===== config.mk =====
export PLATFORM = sky130hd
export DESIGN_NAME = bcd_seq_adder_flat
export DESIGN_NICKNAME = d
export VERILOG_FILES = /design/src/rtl/bcd_seq_adder_if.sv /design/src/rtl/bcd_seq_adder.sv /design/src/flat_wrapper.sv
export SDC_FILE = /design/constraint.sdc
export NUM_CORES = 1
export LEC_CHECK = 0
export CAP_MARGIN = 20
export CELL_PAD_IN_SITES_DETAIL_PLACEMENT = 1
export CELL_PAD_IN_SITES_GLOBAL_PLACEMENT = 1
export CORE_ASPECT_RATIO = 1.2
export CORE_MARGIN = 1
export CORE_UTILIZATION = 38
export CTS_BUF_LIST = sky130_fd_sc_hd__clkbuf_8
export DETAILED_ROUTE_END_ITERATION = 6
export GPL_ROUTABILITY_DRIVEN = 0
export PLACE_DENSITY = 0.8
export SYNTH_ARGS = -nofsm -noshare
export SYNTH_HDL_FRONTEND = slang
export SYNTH_SLANG_ARGS = --single-unit

===== constraint.sdc =====
create_clock -name clk -period 2.75 [get_ports clk]
set_input_delay 0.55 -clock clk [delete_from_list [all_inputs] [get_ports clk]]
set_output_delay 0.55 -clock clk [all_outputs]
set_load 0.01 [all_outputs]

===== src/rtl/bcd_seq_adder_if.sv =====
`default_nettype none
// ============================================================================
//  Module   : bcd_seq_adder_if
//  Brief    : start/busy/done handshake and operand/result bus of bcd_seq_adder
//  Revision : 1.0 - initial release
// ============================================================================
interface bcd_seq_adder_if #(
    parameter int WIDTH = 32
);
    logic             start;
    logic [WIDTH-1:0] x;
    logic [WIDTH-1:0] y;
    logic             cin;
    logic [WIDTH-1:0] sum;
    logic             cout;
    logic             busy;
    logic             done;
    logic             err;

    modport master (
        output start, x, y, cin,
        input  sum, cout, busy, done, err
    );

    modport slave (
        input  start, x, y, cin,
        output sum, cout, busy, done, err
    );
endinterface
`default_nettype wire


===== src/rtl/bcd_seq_adder.sv =====
`default_nettype none
// ============================================================================
//  Module   : bcd_seq_adder
//  Brief    : packed-BCD adder, one decimal digit per clock through a single
//             corrected 4-bit digit adder. Optional BCD_DIGIT_CHECK_EN adds
//             the invalid-digit (err) flag.
//  Revision : 1.0 - initial release
// ============================================================================
module bcd_seq_adder #(
    parameter int WIDTH = 32
) (
    input  wire logic          clk,
    input  wire logic          rst_n,
    bcd_seq_adder_if.slave     bus
);
    localparam int DIGITS = WIDTH / 4;
    localparam int CNT_W  = (DIGITS > 1) ? $clog2(DIGITS) : 1;
    localparam logic [CNT_W-1:0] LAST_CNT = CNT_W'(DIGITS - 1);

    typedef enum logic [0:0] {
        ST_IDLE = 1'b0,
        ST_RUN  = 1'b1
    } state_t;

    state_t           state_q, state_d;
    logic [WIDTH-1:0] xw_q, xw_d;
    logic [WIDTH-1:0] yw_q, yw_d;
    logic [WIDTH-1:0] res_q, res_d;
    logic             c_q, c_d;
    logic [CNT_W-1:0] cnt_q, cnt_d;
    logic [WIDTH-1:0] sum_q, sum_d;
    logic             cout_q, cout_d;
    logic             busy_q, busy_d;
    logic             done_q, done_d;

    logic [4:0]       w_t;
    logic [4:0]       w_t_adj;
    logic             w_dcarry;
    logic [3:0]       w_digit;
    logic [WIDTH-1:0] w_res_next;

    // Single digit adder: binary sum then +6 correction when above 9.
    always_comb begin
        w_t        = {1'b0, xw_q[3:0]} + {1'b0, yw_q[3:0]} + {4'b0000, c_q};
        w_t_adj    = w_t + 5'd6;
        w_dcarry   = (w_t > 5'd9);
        w_digit    = w_dcarry ? w_t_adj[3:0] : w_t[3:0];
        w_res_next = res_q >> 4;
        w_res_next[WIDTH-1 -: 4] = w_digit;
    end

`ifdef BCD_DIGIT_CHECK_EN
    logic              err_q, err_d;
    logic [DIGITS-1:0] w_nib_bad;
    logic              w_bad;

    for (genvar gi = 0; gi < DIGITS; gi++) begin : g_nib_chk
        assign w_nib_bad[gi] = (bus.x[4*gi +: 4] > 4'd9) | (bus.y[4*gi +: 4] > 4'd9);
    end

    assign w_bad   = |w_nib_bad;
    assign bus.err = err_q;

    always_ff @(posedge clk or negedge rst_n) begin
        if (!rst_n) begin
            err_q <= 1'b0;
        end else begin
            err_q <= err_d;
        end
    end

    always_comb begin
        err_d = err_q;
        if (state_q == ST_IDLE && bus.start) begin
            err_d = w_bad;
        end
    end
`else
    assign bus.err = 1'b0;
`endif

    always_ff @(posedge clk or negedge rst_n) begin
        if (!rst_n) begin
            state_q <= ST_IDLE;
            xw_q    <= '0;
            yw_q    <= '0;
            res_q   <= '0;
            c_q     <= 1'b0;
            cnt_q   <= '0;
            sum_q   <= '0;
            cout_q  <= 1'b0;
            busy_q  <= 1'b0;
            done_q  <= 1'b0;
        end else begin
            state_q <= state_d;
            xw_q    <= xw_d;
            yw_q    <= yw_d;
            res_q   <= res_d;
            c_q     <= c_d;
            cnt_q   <= cnt_d;
            sum_q   <= sum_d;
            cout_q  <= cout_d;
            busy_q  <= busy_d;
            done_q  <= done_d;
        end
    end

    always_comb begin
        state_d = state_q;
        xw_d    = xw_q;
        yw_d    = yw_q;
        res_d   = res_q;
        c_d     = c_q;
        cnt_d   = cnt_q;
        sum_d   = sum_q;
        cout_d  = cout_q;
        busy_d  = busy_q;
        done_d  = 1'b0;

        case (state_q)
            ST_IDLE: begin
                if (bus.start) begin
                    xw_d    = bus.x;
                    yw_d    = bus.y;
                    c_d     = bus.cin;
                    res_d   = '0;
                    cnt_d   = '0;
                    busy_d  = 1'b1;
                    state_d = ST_RUN;
                end
            end
            ST_RUN: begin
                xw_d  = xw_q >> 4;
                yw_d  = yw_q >> 4;
                c_d   = w_dcarry;
                res_d = w_res_next;
                cnt_d = cnt_q + CNT_W'(1);
                // Results are published only here, so sum/cout stay stable while busy.
                if (cnt_q == LAST_CNT) begin
                    sum_d   = w_res_next;
                    cout_d  = w_dcarry;
                    cnt_d   = '0;
                    busy_d  = 1'b0;
                    done_d  = 1'b1;
                    state_d = ST_IDLE;
                end
            end
            default: begin
                state_d = ST_IDLE;
            end
        endcase
    end

    assign bus.sum  = sum_q;
    assign bus.cout = cout_q;
    assign bus.busy = busy_q;
    assign bus.done = done_q;
endmodule
`default_nettype wire


===== src/flat_wrapper.sv =====
// flat-port wrapper written by rule: the top's interface ports become plain ports
module bcd_seq_adder_flat 
#(
    parameter int WIDTH = 32
)
  (clk, rst_n, bus_start, bus_x, bus_y, bus_cin, bus_sum, bus_cout, bus_busy, bus_done, bus_err);
  bcd_seq_adder_if #(.WIDTH(WIDTH)) bus_i ();
  input  wire logic clk;
  input  wire logic rst_n;
  input wire logic [$bits(bus_i.start)-1:0] bus_start;
  input wire logic [$bits(bus_i.x)-1:0] bus_x;
  input wire logic [$bits(bus_i.y)-1:0] bus_y;
  input wire logic [$bits(bus_i.cin)-1:0] bus_cin;
  output wire logic [$bits(bus_i.sum)-1:0] bus_sum;
  output wire logic [$bits(bus_i.cout)-1:0] bus_cout;
  output wire logic [$bits(bus_i.busy)-1:0] bus_busy;
  output wire logic [$bits(bus_i.done)-1:0] bus_done;
  output wire logic [$bits(bus_i.err)-1:0] bus_err;
  assign bus_i.start = bus_start;
  assign bus_i.x = bus_x;
  assign bus_i.y = bus_y;
  assign bus_i.cin = bus_cin;
  assign bus_sum = bus_i.sum;
  assign bus_cout = bus_i.cout;
  assign bus_busy = bus_i.busy;
  assign bus_done = bus_i.done;
  assign bus_err = bus_i.err;
  bcd_seq_adder #(.WIDTH(WIDTH)) u_core (.clk(clk), .rst_n(rst_n), .bus(bus_i));
endmodule

==> qor.csv, run 1 <==
stage;metric;value;unit
outcome;outcome;finished clean;
setup_path;worstSetupPathType;flop to flop;
routing;viasPerCell;5.02;
cts;clk_pin_slew;0.08;ns
routing;drc_errors;0;
global_routing;track_usage;19.4;%
setup_path;r2r_cells;9;
global_routing;grt_pass1_vias;4507;
global_routing;grt_pass1_wl;22800;um
cts;numCtsBuffers;17;
setup_path;worst_ep_arrival_time;3.07;ns
finish;fin_nets;691;
cts;tritoncts;done;
sta;min_period_over_period;98.1;%
global_routing;overflow;0;
pwr;p_per_area;1110;nW/um2
cts;clk_latency;0.47;ns
sta;drv_slew;0;
setup_path;crit_fanout;3;
routing;ant_nets;0;
die;die_area;15500;um2
die;fp.dieH;136;um
sta;rsz0062_at_grt;yes;
sta;final.min_clock_period;2.70;ns
logic_synthesis;synth_common_cells;dfrtp_1, nand2_1, o21ai_0;
logic_synthesis;yosys-top-cells-area;dfrtp_1, mux2i_1, nand2_1, o21ai_0, mux2_2;
finish;drive_above_1_share;14.2;%
logic_synthesis;ys_seq_area_share;57.9;%
placement;pre_cts_ws;-0.238;ns
routing;dr.pass1.iters;4;
logic_synthesis;ys_ff_latch;132;
die;coreArea;14500;um2
cts;cts_root_buf;clkbuf_8;
setup_path;rrSetupSlack;0.05;ns
die;die_x;114;um
global_routing;antenna_found_initial;0;
cts;cts_num_sinks;132;
routing;wl_per_cell;16.5;um
setup_path;critPathLaunchType;flop;
global_routing;grt_max_degree;63;
routing;wirelength;13600;um
logic_synthesis;synth_cells;513;
pwr;cellLeakagePower;3.40;nW
logic_synthesis;syn_nets;589;
routing;drtIter0Drc;128;
logic_synthesis;yosysTopAreaCell;dfrtp_1;
pwr;peakVddDrop;0.000388;V
sta;setup_violations;0;
setup_path;worst_ep_required_time;3.12;ns
routing;num_vias;4160;
sta;slew_headroom;48.0;%
flow_run;drv_cap;0;
setup_path;worstReg2RegStart;u_core.xw_q[0];
sta;fin_ws;0.0518;ns
worst_hold_path;hold_path.class;input pin to asynchronous set/reset pin;
die;rows;48;
cts;clk_path_buf_depth;2;
placement;dpl.hpwl;9560;um
die;ioPinCount;104;
logic_synthesis;synth_area_per_cell;11.1;um2
setup_path;end_kind;flop;
logic_synthesis;yosysTopAreaCellShare;57.9;%
logic_synthesis;syn_area;5700;um2
sta;hold_viol;0;
cts;htree_levels;4;
sta;setup-tns-final;0;ns
cts;hold_buffers;0;
logic_synthesis;yosysUniqueCellTypes;36;
finish;syn_to_final_growth;29.9;%
placement;io_buffer_count;102;
finish;fillCellCount;1586;
logic_synthesis;yosys_warnings;0;
finish;antenna_cells;0;
logic_synthesis;synth_most_common_cell;dfrtp_1;
logic_synthesis;synth-async-reset-ratio;100;%
setup_path;r2r-end;u_core.res_q[30];
pwr;power;8.21;mW
sta;worst_pin_slew;0.777;ns
finish;final_util;51.0;%
die;initial_core_util;39.2;%
logic_synthesis;ys.flop_type;dfrtp_1;
sta;finalClockSkew;0.0109;ns
logic_synthesis;synth_edf_count;0;
sta;max_freq;371;MHz
## per-layer routing
layer  vias up  track usage (%)  wire [um]
met2        95             33.1       7000
met1      2070             22.6       5680
met4         0             9.67        394
met3        27             5.26        550
met5         -                0          0
li1       1968                -          -
## metrics by stage
step / instances / cell area (um2) / hold slack (ns)
floorplan: 513 / 5700 / 0.254
global placement: 792 / 6940 / 0.464
detailed placement: 792 / 6940 / 0.472
CTS: 826 / 7380 / 0.0530
global route: 828 / 7410 / 0.0936
finish: 828 / 7410 / 0.0652
## worst max path at each step
stage                       endpoint  cells past startpoint  slack, ns           start
CTS                 u_core.res_q[29]                      9       0.05      u_core.c_q
floorplan           u_core.res_q[30]                      9       0.08      u_core.c_q
finish              u_core.res_q[30]                      9       0.05  u_core.xw_q[0]
global route        u_core.res_q[30]                      9      -0.07  u_core.xw_q[0]
detailed placement  u_core.res_q[30]                      9      -0.24      u_core.c_q
global placement    u_core.res_q[30]                      9       0.04      u_core.c_q
## sequential cells by signal, summed over array words and instances, names as in the netlist
name,flops
u_core.bus.done,1
u_core.cnt_q,3
u_core.state_q,1
u_core.res_q,28
u_core.bus.cout,1
u_core.bus.busy,1
u_core.bus.sum,32
u_core.yw_q,32
u_core.c_q,1
u_core.xw_q,32
## cell usage in the layout, fill, tap and decap left out, types with 3 or more instances in the layout
master           synthesis  layout
clkdlybuf4s50_1          0     100
dfrtp_1                132     131
ha_1                     6       5
clkinv_4                 0       3
nor2_1                  13      13
buf_4                    1      14
a21o_1                   5       5
o21ai_1                  3       3
mux2_2                  29      29
inv_6                    0       8
a21oi_1                  4       4
a22o_1                   5       5
nand2_1                107     107
inv_1                    5       4
clkbuf_8                 0      17
o21ai_0                 79      79
mux2i_1                 66      66
## what timing repair did
action / CTS / global route
endpoints found under the setup margin: 6 / 3
buffers inserted: 2 / 2
gates resized for setup: 4 / 3
pin swaps: 2 / 11
## cells by family after synthesis
family	count (synthesis)	share of synthesized area, %
AOI/OAI and AO/OA	109	10.9
xor gates and xnor gates	2	0.307
adders and majority gates	8	2.02
buffers and inverters	39	2.81
DFF	132	57.9
muxes	95	17.3
other	1	0.0657
and+or+nand+nor	127	8.66
## where the power goes
group	leakage (nW)	internal (mW)	switching [mW]
registers	1.70	2.74	0.570
logic	1.50	1.66	1.55
clock network	0.199	0.830	0.859
## cell type report
class	count	area, um2	area share (%)
Sequential cell	132	3310	44.6
Timing Repair Buffer	117	1160	15.6
Tap cell	200	250	3.38
Clock buffer	17	234	3.16
Inverter	5	18.8	0.253
Multi-Input combinational cell	342	2270	30.7
Clock inverter	15	171	2.31
## worst max-delay path, stage by stage (launching register included)
cell      delay (ns)
dfrtp_1         0.41
fa_2            0.43
fa_2            0.41
xnor2_2         0.22
ha_2            0.23
and2b_1         0.21
mux2i_1         0.14
o211ai_1        0.15
a31o_1          0.24
a41oi_2         0.17
No activity file was read; power rests on OpenSTA's default activity.
==> run 2: changes to the inputs <==
--- a/config.mk
+++ b/config.mk
@@ -5,7 +5,6 @@
 export SDC_FILE = /design/constraint.sdc
 export NUM_CORES = 1
 export LEC_CHECK = 0
-export CAP_MARGIN = 20
 export CELL_PAD_IN_SITES_DETAIL_PLACEMENT = 1
 export CELL_PAD_IN_SITES_GLOBAL_PLACEMENT = 1
 export CORE_ASPECT_RATIO = 1.2
==> results of run 2 <==
Final layout, timing and power as in run 1 (identical DEF).
==> run 3: changes to the inputs <==
--- a/config.mk
+++ b/config.mk
@@ -8,12 +8,10 @@
 export CELL_PAD_IN_SITES_DETAIL_PLACEMENT = 1
 export CELL_PAD_IN_SITES_GLOBAL_PLACEMENT = 1
 export CORE_ASPECT_RATIO = 1.2
-export CORE_MARGIN = 1
-export CORE_UTILIZATION = 38
-export CTS_BUF_LIST = sky130_fd_sc_hd__clkbuf_8
+export CORE_UTILIZATION = 37
 export DETAILED_ROUTE_END_ITERATION = 6
 export GPL_ROUTABILITY_DRIVEN = 0
-export PLACE_DENSITY = 0.8
+export PLACE_DENSITY = 0.79
 export SYNTH_ARGS = -nofsm -noshare
 export SYNTH_HDL_FRONTEND = slang
 export SYNTH_SLANG_ARGS = --single-unit
==> run 3 against run 2 <==
Net effect: the flow now finishes with violations (setup timing); combinational power is essentially flat; core utilization down 0.56 points; final area up 2.2%; maximum frequency fell by 2.8%; sequential share of layout area fell by 0.97 points; worst setup slack worse by 0.078 ns; sequential cell count is the same; sequential power barely moved; critical endpoint unchanged; largest power group unchanged; highest routed layer unchanged.
==> qor.csv, run 3 (synthesis gave the netlist of run 1 again) <==
stage;metric;value;unit
outcome;outcome;finished, violations left;
outcome;violations;setup timing;
global_routing;grt_pass1_vias;4454;
finish;layout_common_cells;dfrtp_1, nand2_1, clkdlybuf4s50_1;
placement;pre_cts_ws;-0.354;ns
sta;fin_ws;-0.0259;ns
finish;mostFrequentLayoutCell;dfrtp_1;
sta;final.min_clock_period;2.78;ns
pwr;peakVddDrop;0.000492;V
routing;num_vias;4183;
sta;rsz0062_at_grt;yes;
cts;clk_latency;0.41;ns
finish;drive_above_1_share;13.0;%
cts;clk_path_buf_depth;2;
pwr;cellLeakagePower;3.47;nW
pwr;p_per_area;1150;nW/um2
pwr;p_seq_share;37.9;%
routing;drc_errors;0;
worst_hold_path;hold_path.class;flop to flop;
pwr;p_clk_share;25.2;%
setup_path;worst_ep_required_time;3.07;ns
sta;setup_violations;1;
sta;min_period_over_period;101;%
global_routing;grt_pass1_wl;22700;um
sta;hold_viol;0;
setup_path;crit_fanout;6;
finish;antenna_cells;0;
die;fp.dieH;138;um
die;die_x;115;um
setup_path;critPathLaunchType;flop;
worst_hold_path;whs_path_depth;2;
die;die_area;15900;um2
sta;holdWs;0.483;ns
routing;viasPerCell;5.05;
finish;fin_nets;688;
finish;syn_to_final_growth;32.8;%
global_routing;grt_max_degree;83;
pwr;power;8.73;mW
cts;clk_pin_slew;0.06;ns
setup_path;cpMaxStageDelayCell;fa_2;
die;rows;49;
finish;fin_area;7570;um2
die;initial_core_util;38.0;%
global_routing;antenna_found_initial;0;
setup_path;worst_ep_arrival_time;3.10;ns
routing;wirelength;13700;um
die;ioPinCount;104;
routing;wl_per_cell;16.5;um
setup_path;slowest_delay;0.42;ns
global_routing;overflow;0;
pwr;p_int;5.77;mW
setup_path;worstReg2RegStart;u_core.xw_q[0];
flow_run;drv_cap;0;
pwr;netSwitchingFraction;33.9;%
cts;cts_num_sinks;132;
pwr;power_switching;2.96;mW
routing;drtIter0Drc;215;
pwr;power_frac_comb;36.9;%
finish;fillCellCount;1604;
placement;io_buffer_count;102;
setup_path;cp_common_cell;fa_2;
sta;worst_pin_slew;0.793;ns
finish;seq_area;3310;um2
placement;dpl.hpwl;9180;um
setup_path;worstSetupPathType;flop to flop;
setup_path;r2r_cells;9;
routing;ant_nets;0;
setup_path;cp-startpoint;u_core.xw_q[0];
cts;tritoncts;done;
sta;drv_slew;0;
cts;numCtsBuffers;17;
finish;multiInputGateArea;2280;um2
sta;max_freq;360;MHz
worst_hold_path;min-delay-start;u_core.xw_q[24];
routing;dr.pass1.iters;4;
cts;cts_root_buf;clkbuf_16;
die;coreArea;15000;um2
sta;finalClockSkew;0.00803;ns
setup_path;end_kind;flop;
cts;htree_levels;4;
global_routing;track_usage;18.3;%
setup_path;crit_chain;fa_2 -> fa_2 -> xnor2_4 -> ha_4 -> and2b_1 -> mux2i_1 -> o211ai_1 -> a31o_1 -> a41oi_1;
placement;place_area;6930;um2
sta;slew_headroom;47.0;%
-- run 3: cell types whose count changed in the layout (fill, tap and decap cells not counted), sizes merged --
cell | previous run | this run
inv | 13 | 5
clkbuf | 17 | 22
buf | 17 | 13
clkinv | 3 | 6
clkinvlp | 2 | 1
dlygate4sd3 | 0 | 1
-- run 3: layout make-up --
class,instances,share of cell area (%)
flip-flops and latches,132,43.7
multi-input cells,342,30.1
repair buffers,114,15.0
clock buffers,22,6.26
well taps,204,3.37
clock inverters,9,1.39
inverters,5,0.248
-- run 3: critical path, delay by kind of cell, from the launching register on --
kind | cells | cell delay [ns]
mux | 1 | 0.22
fa+ha+maj | 3 | 1.03
simple gates | 1 | 0.22
compound gates | 3 | 0.62
xor+xnor | 1 | 0.20
flops | 1 | 0.41
-- run 3: through the flow --
step | setup TNS, ns | instances | util (%)
after floorplan | 0 | 513 | -
after global placement | 0 | 794 | 46.2
after detailed placement | -1.43 | 794 | 46.2
after CTS | 0 | 827 | 50.2
after global routing | -0.0827 | 828 | 50.4
final | -0.0259 | 828 | 50.4
-- run 3: final timing paths --
check / endpoint / slack [ns]
max: u_core.res_q[30] / -0.03
min: u_core.xw_q[20] / 0.48
max reg2reg: u_core.res_q[30] / -0.03
min reg2reg: u_core.xw_q[20] / 0.48
max in group asynchronous: u_core.yw_q[3] / 1.50
min in group asynchronous: u_core.cnt_q[2] / 0.54
-- run 3: power groups by stage --
stage / registers, mW / clock network (mW) / logic (mW)
finish: 3.31 / 2.20 / 3.22
CTS: 3.32 / 2.25 / 3.11
global placement: 3.30 / 0 / 2.76
floorplan: 3.23 / 0 / 1.82
global route: 3.42 / 2.34 / 3.53
detailed placement: 3.34 / 0 / 2.99
-- run 3: timing repair --
action / CTS / global route
gates resized for setup: 4 / 3
hold endpoints to repair: 15 / 0
setup endpoints to repair: 6 / 5
pin swaps: 1 / 3
hold buffers: 1 / 0
buffers inserted: 1 / 1
-- run 3: metal layers --
layer	global-route usage, %	part of all wire [%]
met5	0	0
met4	7.11	2.3
met3	5.39	4.6
met2	30.1	51
met1	22.3	42
